$ cat src/rtl/sync_shape_wr_arb_pkg.sv
// rtl/sync_shape_wr_arb_pkg.sv - shared FSM encoding and half-select constants
package sync_shape_wr_arb_pkg;

   typedef enum logic [1:0] {
      ST_IDLE = 2'd0,
      ST_RUN  = 2'd1,
      ST_DONE = 2'd2
   } state_e;

   // Which half of an SRAM word the granted stream is expected to deliver next
   localparam logic HALF_LO = 1'b0;
   localparam logic HALF_HI = 1'b1;

endpackage

$ cat src/rtl/sync_shape_wr_arb_rr_arb.sv
// rtl/sync_shape_wr_arb_rr_arb.sv - combinational round-robin picker, one-hot grant
module rr_arb #(
   parameter int N  = 4,
   parameter int PW = 2
) (
   input  logic [N-1:0]  req_i,
   input  logic [PW-1:0] ptr_i,
   output logic [N-1:0]  gnt_o
);

   logic [2*N-1:0] req_dbl;
   logic [N-1:0]   req_rot;
   logic [N-1:0]   gnt_rot;
   logic [2*N-1:0] gnt_dbl;

   // Rotate requests so the pointer sits at bit 0, take the lowest set bit, rotate back
   always_comb begin
      req_dbl = {req_i, req_i} >> ptr_i;
      req_rot = req_dbl[N-1:0];
      gnt_rot = req_rot & ~(req_rot - N'(1));
      gnt_dbl = {gnt_rot, gnt_rot} << ptr_i;
      gnt_o   = gnt_dbl[2*N-1:N];
   end

endmodule

$ cat src/rtl/sync_shape_wr_arb.sv
// rtl/sync_shape_wr_arb.sv - packs half-word beats from N streams into SRAM writes
module sync_shape_wr_arb
   import sync_shape_wr_arb_pkg::*;
#(
   parameter int SRAM_WIDTH = 256,
   parameter int NUM_OUT    = 4,
   parameter int ADDR_WIDTH = 16
) (
   input  logic                            clk,
   input  logic                            rst_n,
   input  logic                            cfg_vld,
   output logic                            cfg_rdy,
   input  logic [NUM_OUT*ADDR_WIDTH-1:0]   cfg_base_addr,
   input  logic [ADDR_WIDTH-1:0]           cfg_num_word,
   input  logic [NUM_OUT*SRAM_WIDTH/2-1:0] in_data,
   input  logic [NUM_OUT-1:0]              in_data_vld,
   output logic [NUM_OUT-1:0]              in_data_rdy,
   output logic [ADDR_WIDTH-1:0]           sram_wr_addr,
   output logic [SRAM_WIDTH-1:0]           sram_wr_data,
   output logic                            sram_wr_vld,
   input  logic                            sram_wr_rdy,
   output logic                            done
);

   localparam int HW = SRAM_WIDTH / 2;
   localparam int PW = (NUM_OUT > 1) ? $clog2(NUM_OUT) : 1;

   state_e                state_q;
   logic [ADDR_WIDTH-1:0] base_q  [NUM_OUT];
   logic [ADDR_WIDTH-1:0] count_q [NUM_OUT];
   logic [ADDR_WIDTH-1:0] num_word_q;
   logic [PW-1:0]         ptr_q;
   logic [PW-1:0]         gidx_q;
   logic                  half_q;
   logic [HW-1:0]         lo_q;
   logic                  wr_vld_q;
   logic [ADDR_WIDTH-1:0] wr_addr_q;
   logic [SRAM_WIDTH-1:0] wr_data_q;
   logic [PW-1:0]         wr_sid_q;

   logic                  run;
   logic                  cfg_fire;
   logic                  wr_acc;
   logic                  all_done;
   logic [NUM_OUT-1:0]    elig;
   logic [NUM_OUT-1:0]    arb_gnt;
   logic                  arb_any;
   logic [PW-1:0]         arb_idx;
   logic [PW-1:0]         g_idx;
   logic                  g_any;
   logic                  hi_ok;
   logic                  beat_acc;
   logic                  acc_lo;
   logic                  acc_hi;
   logic [HW-1:0]         beat;
   logic                  g_pend;
   logic [ADDR_WIDTH-1:0] load_addr;
   logic [PW-1:0]         ptr_d;

   assign run          = (state_q == ST_RUN);
   assign cfg_rdy      = (state_q == ST_IDLE);
   assign done         = (state_q == ST_DONE);
   assign cfg_fire     = cfg_vld && cfg_rdy;
   assign wr_acc       = wr_vld_q && sram_wr_rdy;
   assign sram_wr_vld  = wr_vld_q;
   assign sram_wr_addr = wr_addr_q;
   assign sram_wr_data = wr_data_q;

   // A word sitting in the output register already counts against its stream's quota
   always_comb begin
      elig     = '0;
      all_done = 1'b1;
      for (int i = 0; i < NUM_OUT; i++) begin
         elig[i] = in_data_vld[i] &&
                   (({1'b0, count_q[i]} +
                     {{ADDR_WIDTH{1'b0}}, (wr_vld_q && (wr_sid_q == PW'(i)))})
                    < {1'b0, num_word_q});
         if (count_q[i] != num_word_q) all_done = 1'b0;
      end
   end

   rr_arb #(.N(NUM_OUT), .PW(PW)) u_rr_arb (
      .req_i (elig),
      .ptr_i (ptr_q),
      .gnt_o (arb_gnt)
   );

   // One-hot grant to index
   always_comb begin
      arb_idx = '0;
      for (int i = 0; i < NUM_OUT; i++) begin
         if (arb_gnt[i]) arb_idx = PW'(i);
      end
   end

   assign arb_any = |arb_gnt;
   assign g_idx   = (half_q == HALF_HI) ? gidx_q : arb_idx;
   assign g_any   = (half_q == HALF_HI) || arb_any;
   assign hi_ok   = !wr_vld_q || sram_wr_rdy;

   // Ready only to the granted stream; second half also needs room in the output register
   always_comb begin
      in_data_rdy = '0;
      for (int i = 0; i < NUM_OUT; i++) begin
         in_data_rdy[i] = run && g_any && (g_idx == PW'(i)) &&
                          ((half_q == HALF_LO) || hi_ok);
      end
   end

   assign beat_acc  = |(in_data_vld & in_data_rdy);
   assign acc_lo    = beat_acc && (half_q == HALF_LO);
   assign acc_hi    = beat_acc && (half_q == HALF_HI);
   assign beat      = in_data[int'(g_idx)*HW +: HW];
   assign g_pend    = wr_vld_q && (wr_sid_q == g_idx);
   assign load_addr = base_q[g_idx] + count_q[g_idx] + ADDR_WIDTH'(g_pend);
   assign ptr_d     = (g_idx == PW'(NUM_OUT - 1)) ? '0 : g_idx + PW'(1);

   // Control FSM and configuration latch
   always_ff @(posedge clk or negedge rst_n) begin
      if (!rst_n) begin
         state_q    <= ST_IDLE;
         num_word_q <= '0;
         for (int i = 0; i < NUM_OUT; i++) base_q[i] <= '0;
      end else begin
         case (state_q)
            ST_IDLE: begin
               if (cfg_vld) begin
                  state_q    <= ST_RUN;
                  num_word_q <= cfg_num_word;
                  for (int i = 0; i < NUM_OUT; i++)
                     base_q[i] <= cfg_base_addr[i*ADDR_WIDTH +: ADDR_WIDTH];
               end
            end
            ST_RUN: begin
               if (all_done && !wr_vld_q && (half_q == HALF_LO)) state_q <= ST_DONE;
            end
            ST_DONE: state_q <= ST_IDLE;
            default: state_q <= ST_IDLE;
         endcase
      end
   end

   // Half-word assembly, grant lock and round-robin pointer
   always_ff @(posedge clk or negedge rst_n) begin
      if (!rst_n) begin
         half_q <= HALF_LO;
         gidx_q <= '0;
         lo_q   <= '0;
         ptr_q  <= '0;
      end else if (cfg_fire) begin
         half_q <= HALF_LO;
         ptr_q  <= '0;
      end else if (acc_lo) begin
         half_q <= HALF_HI;
         gidx_q <= g_idx;
         lo_q   <= beat;
      end else if (acc_hi) begin
         half_q <= HALF_LO;
         ptr_q  <= ptr_d;
      end
   end

   // Single-entry output register towards the SRAM
   always_ff @(posedge clk or negedge rst_n) begin
      if (!rst_n) begin
         wr_vld_q  <= 1'b0;
         wr_addr_q <= '0;
         wr_data_q <= '0;
         wr_sid_q  <= '0;
      end else if (acc_hi) begin
         wr_vld_q  <= 1'b1;
         wr_addr_q <= load_addr;
         wr_data_q <= {beat, lo_q};
         wr_sid_q  <= g_idx;
      end else if (wr_acc) begin
         wr_vld_q  <= 1'b0;
      end
   end

   // Per-stream written-word counters, advanced when the SRAM takes a write
   always_ff @(posedge clk or negedge rst_n) begin
      if (!rst_n) begin
         for (int i = 0; i < NUM_OUT; i++) count_q[i] <= '0;
      end else if (cfg_fire) begin
         for (int i = 0; i < NUM_OUT; i++) count_q[i] <= '0;
      end else if (wr_acc) begin
         count_q[wr_sid_q] <= count_q[wr_sid_q] + ADDR_WIDTH'(1);
      end
   end

endmodule

$ cat config.mk
export PLATFORM = sky130hd
export DESIGN_NAME = sync_shape_wr_arb
export DESIGN_NICKNAME = d
export VERILOG_FILES = /design/src/rtl/sync_shape_wr_arb_pkg.sv /design/src/rtl/sync_shape_wr_arb_rr_arb.sv /design/src/rtl/sync_shape_wr_arb.sv
export SDC_FILE = /design/constraint.sdc
export NUM_CORES = 1
export LEC_CHECK = 0
export ABC_AREA = 1
export CAP_MARGIN = 10
export CORE_AREA = 2 2 338 340
export DETAILED_ROUTE_END_ITERATION = 16
export DIE_AREA = 0 0 340 342
export HOLD_SLACK_MARGIN = 0.1
export MAX_ROUTING_LAYER = met4
export PLACE_DENSITY_LB_ADDON = 0.1
export SYNTH_ARGS = -nofsm -noshare
export SYNTH_HDL_FRONTEND = slang
export SYNTH_SLANG_ARGS = --single-unit
$ cat constraint.sdc
create_clock -name clk -period 6.4 [get_ports clk]
set_clock_uncertainty 0.1 [all_clocks]
set_input_delay 1.28 -clock clk [delete_from_list [all_inputs] [get_ports clk]]
set_output_delay 1.28 -clock clk [all_outputs]
set_load 0.02 [all_outputs]
* Word-level counts from Yosys, hierarchy flattened
Cells that the tools add are included.
Widths: inputs -> output; s select.
** Operators by class
- Add/subtract/negate cells :: 9
- Magnitude comparators :: 7
- Eq/ne operators :: 16
- Shifts and indexed selects :: 3
- Multiplexer cells :: 34
- Bitwise operators :: 7
- Reductions and logical operators :: 42
** Operators with widths (count)
- $shiftx 512x10->128 :: 1
- $mux 64 :: 2
- $mux 16 :: 7
- $bmux 16 s2 :: 3
- $add 16x1->17 :: 4
- $lt 17x16->1 :: 4
- $bwmux 64 :: 1
- $ne 16x16->1 :: 4
- $demux 16 s2 :: 1
- $logic_and 1x1->1 :: 25
- $mux 2 :: 9
- $add 16x1->16 :: 1
- $add 16x1->16 const B :: 1
- $add 16x16->16 :: 1
- $eq 2x2->1 const B :: 5
- $mux 1 :: 10
- $and 4x4->4 :: 2
- $reduce_and 2->1 :: 4
- $reduce_or 4->1 :: 2
- $shl 8x2->8 :: 1
- $shr 8x2->4 :: 1
- $eq 2x1->1 const B :: 3
- $ge 3x3->1 const B :: 2
- $logic_not 2->1 :: 3
- other kinds (14) :: 21
** Storage, ports and cells
- Flip-flop bits (word level) :: 554
- Bits of input ports :: 600
- Output and inout bits :: 279
- Logic and storage cells :: 136

* Depth between registers and ports, before layout
- Word-level depth :: 23
- Depth in mapped cells :: 57
- Mapped depth without buffers :: 52

* Cells and area by module
A second synthesis with hierarchy kept.
** Second synthesis, totals
- Cells, all modules :: 4503
- Area, all modules :: 31825.5 µm²
** Modules (own cells, without submodules)
- sync_shape_wr_arb :: times used 1, cells each 4451, area an instance 31531.5 µm², seq. area each 13863.3 µm²
- rr_arb :: times used 1, cells each 52, area an instance 294.0 µm², seq. area each 0.0 µm²

* Worst setup path after synthesis
No wires, ideal clock.
- Kind :: register to register
- From :: register wr_sid_q[1]
- To :: register wr_addr_q[15] (netlist: sram_wr_addr[15])
- Setup time :: 0.117 ns
- Arrival time :: 6.632 ns
- Data required time :: 6.183 ns
- Path slack :: -0.449 ns
- Stages on the path, launching flop included :: 48
- Buffers on the path :: 3
- Period minus slack after synthesis :: 6.849 ns
- Path through :: dfrtp_1 > inv_1 > nor2_1 > clkbuf_1 > inv_1 > nor2_1 > ha_1 > ha_1 > nand3_2 > nand3b_1 > nor3_1 > xor2_1 > ha_1 > a21o_1 > nand3_1 > nand2_1 > nor2_1 > nand3_1 > [12 not listed] > a32o_1 > fa_1 > nor2_1 > a211oi_1 > o21ai_0 > a21boi_0 > o21ai_0 > a21oi_1 > o21bai_1 > nand2_1 > nand2_1 > nand2_1 > o2bb2ai_1 > nand3b_1 > nand2_1 > nand2_1 > nand3_1 > nand2_1
** Between the ends
- Cells in the longest elaborated chain, start to end :: 20
- Elaborated cells on any way between the ends :: 58
- Classes of those cells :: add/sub (7); order compare (4); eq/ne (7); shift (2); mux (10); bitwise (4); reduce/logical (24)
** Ends and longest elaborated chain
- start, declared :: RTL line sync_shape_wr_arb.sv:39 : logic [PW-1:0] wr_sid_q;
- start signal, assigned :: RTL line sync_shape_wr_arb.sv:174 : wr_sid_q <= g_idx;
- $eq 2x1->1 (tied with other cells) :: RTL line sync_shape_wr_arb.sv:76 : {{ADDR_WIDTH{1'b0}}, (wr_vld_q && (wr_sid_q == PW'(i)))})
- $logic_and 1x1->1 :: RTL line sync_shape_wr_arb.sv:76
- $add 16x1->17 :: RTL line sync_shape_wr_arb.sv:75 : (({1'b0, count_q[i]} +
- $lt 17x16->1 :: RTL line sync_shape_wr_arb.sv:77 : < {1'b0, num_word_q});
- $logic_and 1x1->1 :: RTL line sync_shape_wr_arb.sv:74 : elig[i] = in_data_vld[i] &&
- $shr 8x2->4 :: RTL line sync_shape_wr_arb_rr_arb.sv:18 : req_dbl = {req_i, req_i} >> ptr_i;
- $sub 4x1->4 :: RTL line sync_shape_wr_arb_rr_arb.sv:20 : gnt_rot = req_rot & ~(req_rot - N'(1));
- $not 4->4 :: RTL line sync_shape_wr_arb_rr_arb.sv:20
- [3 not listed]
- $mux 2 (2 in series) :: RTL line sync_shape_wr_arb.sv:92 : if (arb_gnt[i]) arb_idx = PW'(i);
- $mux 2 :: RTL line sync_shape_wr_arb.sv:97 : assign g_idx = (half_q == HALF_HI) ? gidx_q : arb_idx;
- $not 2->3 (implied by the code) (tied with other cells) :: RTL line sync_shape_wr_arb.sv:115 : assign load_addr = base_q[g_idx] + count_q[g_idx] + ADDR_WIDTH'(g_pend);
- $bmux 16 s2 / $logic_and 1x1->1 (equally long branches) :: RTL line sync_shape_wr_arb.sv:115, sync_shape_wr_arb.sv:105
- $mux 16 (implied by the code) / $logic_and 1x1->1 (equally long branches) :: RTL line sync_shape_wr_arb.sv:115, sync_shape_wr_arb.sv:105
- $mux 16 (implied by the code) / $and 4x4->4 (equally long branches) :: RTL line sync_shape_wr_arb.sv:115, sync_shape_wr_arb.sv:110
- $add 16x16->16 / $reduce_or 4->1 (equally long branches) :: RTL line sync_shape_wr_arb.sv:115, sync_shape_wr_arb.sv:110
- $add 16x1->16 / $logic_and 1x1->1 (equally long branches) :: RTL line sync_shape_wr_arb.sv:115, sync_shape_wr_arb.sv:112
- end signal, assigned :: RTL line sync_shape_wr_arb.sv:172 : wr_addr_q <= load_addr;
- end, declared :: RTL line sync_shape_wr_arb.sv:37 : logic [ADDR_WIDTH-1:0] wr_addr_q;
Several ways; a longest one is shown, not always the timed one. The select of a mux whose other input is x is not followed.
A chain may end at the register's enable or synchronous reset.

* Worst setup path after layout
- From :: register wr_sid_q[0]
- To :: output port in_data_rdy[2]
** Between the ends
- Cells in the longest elaborated chain, start to end :: 17
- Elaborated cells on any way between the ends :: 35
- Classes of those cells :: add/sub (5); order compare (4); eq/ne (4); shift (2); mux (4); bitwise (2); reduce/logical (14)
** Ends and longest elaborated chain
- $eq 2x1->1 (tied with other cells) :: RTL line sync_shape_wr_arb.sv:76
- $logic_and 1x1->1 :: RTL line sync_shape_wr_arb.sv:76
- $add 16x1->17 :: RTL line sync_shape_wr_arb.sv:75
- $lt 17x16->1 :: RTL line sync_shape_wr_arb.sv:77
- $logic_and 1x1->1 :: RTL line sync_shape_wr_arb.sv:74
- $shr 8x2->4 (*) :: RTL line sync_shape_wr_arb_rr_arb.sv:18
- $sub 4x1->4 :: RTL line sync_shape_wr_arb_rr_arb.sv:20
- $not 4->4 :: RTL line sync_shape_wr_arb_rr_arb.sv:20
- $and 4x4->4 (*) :: RTL line sync_shape_wr_arb_rr_arb.sv:20
- $shl 8x2->8 (*) :: RTL line sync_shape_wr_arb_rr_arb.sv:21 : gnt_dbl = {gnt_rot, gnt_rot} << ptr_i;
- $mux 1 :: RTL line sync_shape_wr_arb.sv:92
- $mux 2 (2 in series) :: RTL line sync_shape_wr_arb.sv:92
- $mux 2 :: RTL line sync_shape_wr_arb.sv:97
- $eq 2x2->1 :: RTL line sync_shape_wr_arb.sv:105 : in_data_rdy[i] = run && g_any && (g_idx == PW'(i)) &&
- $logic_and 1x1->1 (*) (2 in series) :: RTL line sync_shape_wr_arb.sv:105
- end, declared :: RTL line sync_shape_wr_arb.sv:17 : output logic [NUM_OUT-1:0] in_data_rdy,
Every way passes the cells marked *; elsewhere a longest branch is shown, timed or not.

==> metrics.log <==
[metrics] Post-Synthesis Cell Area: 0.0306 mm2
[metrics] Routability Congestion: 0.961
[metrics] total core area: 0.113 mm2
[metrics] dominant register cell in the synthesized netlist: sky130_fd_sc_hd__dfrtp_1
[metrics] outcome: complete, but fails checks
[metrics] worst relative slew slack: 0.201
[metrics] number of I/O port buffers: 878
[metrics] flip-flop and latch count after synthesis: 554
[metrics] Horiz. Die Dim: 340 um
[metrics] vias after detailed routing: 31109
[metrics] slew of the pin with the lowest slew margin: 1200 ps
[metrics] Post-Syn Area per Cell: 7.85 um2
[metrics] dpl cells: 6315
[metrics] Worst Hold Margin: 367 ps
[metrics] Worst setup SP type: flip-flop
[metrics] site row count: 124
[metrics] largest net degree at the start of global routing: 138
[metrics] met2 global-route usage: 0.425
[metrics] RSZ-0062 raised after global routing: true
[metrics] Total Routed Length: 148 mm
[metrics] number of hold violations in the final report: 0
[metrics] critical path type: reg -> out
[metrics] post-synthesis async set-or-reset flop share: 1.00
[metrics] Crit path arrival time: 5300 ps
[metrics] Via density: 4.78
[metrics] Pins Over Slew Limit: 0
[metrics] placement-stage cell area: 0.0426 mm2
[metrics] Yosys top cell area share: 0.453
[metrics] gr usage total: 0.254
[metrics] share of cells above drive strength 1: 0.152
[metrics] total clock buffers created by CTS: 72
[metrics] area leader, netlist: sky130_fd_sc_hd__dfrtp_1
[metrics] # nets final: 5626
[metrics] crit end category: primary output
[metrics] number of distinct library cells after synthesis: 51
[metrics] failing checks: negative setup slack
[metrics] IR drop worst, VDD: 0.598 mV
[metrics] setup slack at placement: -355 ps
[metrics] Hold WC Path Type: reg -> reg
[metrics] HPWL after DPL: 113 mm
[metrics] CTS root buf: sky130_fd_sc_hd__clkbuf_16
[metrics] number of remaining DRC errors: 0
[metrics] count of mapped cells out of synthesis: 3899
[metrics] GR peak layer: met2
[metrics] source-to-sink clock delay at the later pin of the worst-skew pair: 650 ps
[metrics] Fmax: 150 MHz
[metrics] M1 GR Usage: 0.315
[metrics] antenna-violating nets left: 0
[metrics] clk buf depth: 3
[metrics] number of sinks driven by the clock tree: 554
[metrics] routed length per instance: 22.8 um
[metrics] total number of yosys warnings: 0
[metrics] number of flops mapped to enable cells by yosys: 0
[metrics] most numerous cell on the critical path: sky130_fd_sc_hd__nand2_1
[metrics] final std cell area, no fill: 0.0465 mm2
[metrics] slowest CP cell: sky130_fd_sc_hd__dfrtp_2
[metrics] share of synthesized area occupied by flip-flops and latches: 0.453
[metrics] height of the chip: 342 um
[metrics] required time of the worst setup path: 5020 ps
[metrics] largest fanout of any net on the critical path: 5
[metrics] final critical-path required period: 6680 ps
[metrics] Synth-to-Final Area Change: 51.8%
[metrics] DR pass1 iterations: 5
[metrics] violation count after the first detailed-routing iteration: 2171
[metrics] Critical Path Max Stage Delay: 460 ps
[metrics] antenna violations before repair: 4
[metrics] CTS H-tree depth: 3
[metrics] sum of negative setup slack: -1680 ps
[metrics] clock input transition at the sequential cells of the worst setup and hold paths: 60 ps
[metrics] leakage power total: 21.4 nW
[metrics] smallest setup slack after layout: -276 ps
[metrics] number of standard cells in the final layout excluding fillers: 6507
[metrics] floorplan die area: 0.116 mm2
[metrics] global-route wire length before repair: 214 mm
[metrics] final period utilization: 1.04
[metrics] commonest cells after routing, fill and taps aside: sky130_fd_sc_hd__nand2_1 (1277), sky130_fd_sc_hd__clkdlybuf4s50_1 (873), sky130_fd_sc_hd__dfrtp_1 (552), sky130_fd_sc_hd__nor2_1 (259), sky130_fd_sc_hd__buf_4 (256)
[metrics] most common cell after layout, fill and taps aside: sky130_fd_sc_hd__nand2_1
[metrics] Setup Viol. Count Final: 8
[metrics] max-capacitance violation count: 0
[metrics] PD cells: 713 mW/mm2
[metrics] top cells by area, synth: sky130_fd_sc_hd__dfrtp_1 (45%), sky130_fd_sc_hd__nand2_1 (16%), sky130_fd_sc_hd__o21ai_0 (4.5%)
[metrics] starting density of the core: 0.271
[metrics] met3 usage: 0.0412
[metrics] overall overflow remaining after global route: 0
[metrics] hold buffer count at cts: 0
[metrics] Synth Net Count: 4588
[metrics] number of global-route vias before repair: 30731
[metrics] number of ports placed on the die boundary: 879
[metrics] TritonCTS clock tree: yes
[logic make-up after synthesis]
family          synth area share
compound gates             0.150
xor+xnor                  0.0203
fa+ha+maj                 0.0369
buf+inv                   0.0687
flops                      0.453
mux                       0.0235
simple gates               0.248
[per-layer routing]
layer	up-vias	routed length [um]
li1	14924	-
met1	15071	63000
met4	0	4340
met5	-	0
met3	202	7710
met2	912	73200
[critical path: cells and delay by family, from the launching register on]
| kind | cells | cell delay [ps] |
|---|---|---|
| flops | 1 | 460 |
| compound gates | 1 | 130 |
| buf+inv | 10 | 1120 |
| fa+ha+maj | 3 | 570 |
| simple gates | 23 | 2330 |
[final timing paths]
| check | start | to | slack (ps) | depth (start not counted) |
|---|---|---|---|---|
| max in group asynchronous | rst_n | base_q[33] | 4380 | 2 |
| setup / recovery | wr_sid_q[0] | in_data_rdy[2] | -280 | 37 |
| hold / removal | lo_q[108] | sram_wr_data[108] | 370 | 2 |
| min in group asynchronous | rst_n | sram_wr_data[211] | 540 | 1 |
| setup reg to reg | wr_sid_q[0] | sram_wr_addr[14] | -210 | 52 |
| hold reg to reg | lo_q[108] | sram_wr_data[108] | 370 | 2 |
[synth_stat cells, types with 5 or more instances]
cell	number
sky130_fd_sc_hd__a21oi_1	84
sky130_fd_sc_hd__a221oi_1	8
sky130_fd_sc_hd__buf_1	16
sky130_fd_sc_hd__buf_2	101
sky130_fd_sc_hd__buf_4	15
sky130_fd_sc_hd__buf_6	23
sky130_fd_sc_hd__clkbuf_1	76
sky130_fd_sc_hd__clkbuf_2	5
sky130_fd_sc_hd__dfrtp_1	554
sky130_fd_sc_hd__ha_1	87
sky130_fd_sc_hd__inv_1	224
sky130_fd_sc_hd__mux2_2	64
sky130_fd_sc_hd__nand2_1	1307
sky130_fd_sc_hd__nand2_2	6
sky130_fd_sc_hd__nand3_1	90
sky130_fd_sc_hd__nand3_2	5
sky130_fd_sc_hd__nand4_1	22
sky130_fd_sc_hd__nor2_1	293
sky130_fd_sc_hd__nor2_2	5
sky130_fd_sc_hd__nor3_1	13
sky130_fd_sc_hd__o211ai_1	107
sky130_fd_sc_hd__o21a_1	16
sky130_fd_sc_hd__o21ai_0	273
sky130_fd_sc_hd__o21ai_1	145
sky130_fd_sc_hd__o22ai_1	124
sky130_fd_sc_hd__o32ai_1	13
sky130_fd_sc_hd__or2_0	40
sky130_fd_sc_hd__or2_2	66
sky130_fd_sc_hd__xnor2_1	17
sky130_fd_sc_hd__xor2_1	54
[state kept, by name (all words and copies together) (netlist names)]
signal        flops
count_q          64
state_q           2
lo_q            128
gidx_q            2
sram_wr_addr     16
ptr_q             2
sram_wr_vld       1
base_q           64
num_word_q       16
half_q            1
sram_wr_data    256
wr_sid_q          2
[through the flow]
step	total power [mW]	utilization
CTS	32.6	0.406
floorplan	17.7	-
detailed placement	27.4	0.377
finish	33.2	0.411
global route	35.6	0.411
global placement	27.4	0.377
[final cells by class]
class / count / area, um2
Fill cell: 11582 / 66600
Multi-Input combinational cell: 2881 / 15600
Sequential cell: 554 / 13900
Timing Repair Buffer: 1200 / 11900
Clock buffer: 105 / 2090
Tap cell: 1512 / 1890
Inverter: 228 / 871
Clock inverter: 24 / 243
Antenna cell: 3 / 7.51
[power breakdown]
part	internal [mW]	switching (mW)	total, mW	leakage (nW)
combinational	9.13	13.6	22.7	13.3
sequential	5.20	1.25	6.45	6.97
clock	2.29	1.71	4.00	1.13
[repair_timing]
action | in CTS | in global routing
pin swaps | 53 | 78
gates cloned | 1 | 1
endpoints found under the setup margin | 13 | 326
gates resized for setup | 132 | 117
buffers inserted | 48 | 13
No activity file was read; power rests on OpenSTA's default activity.
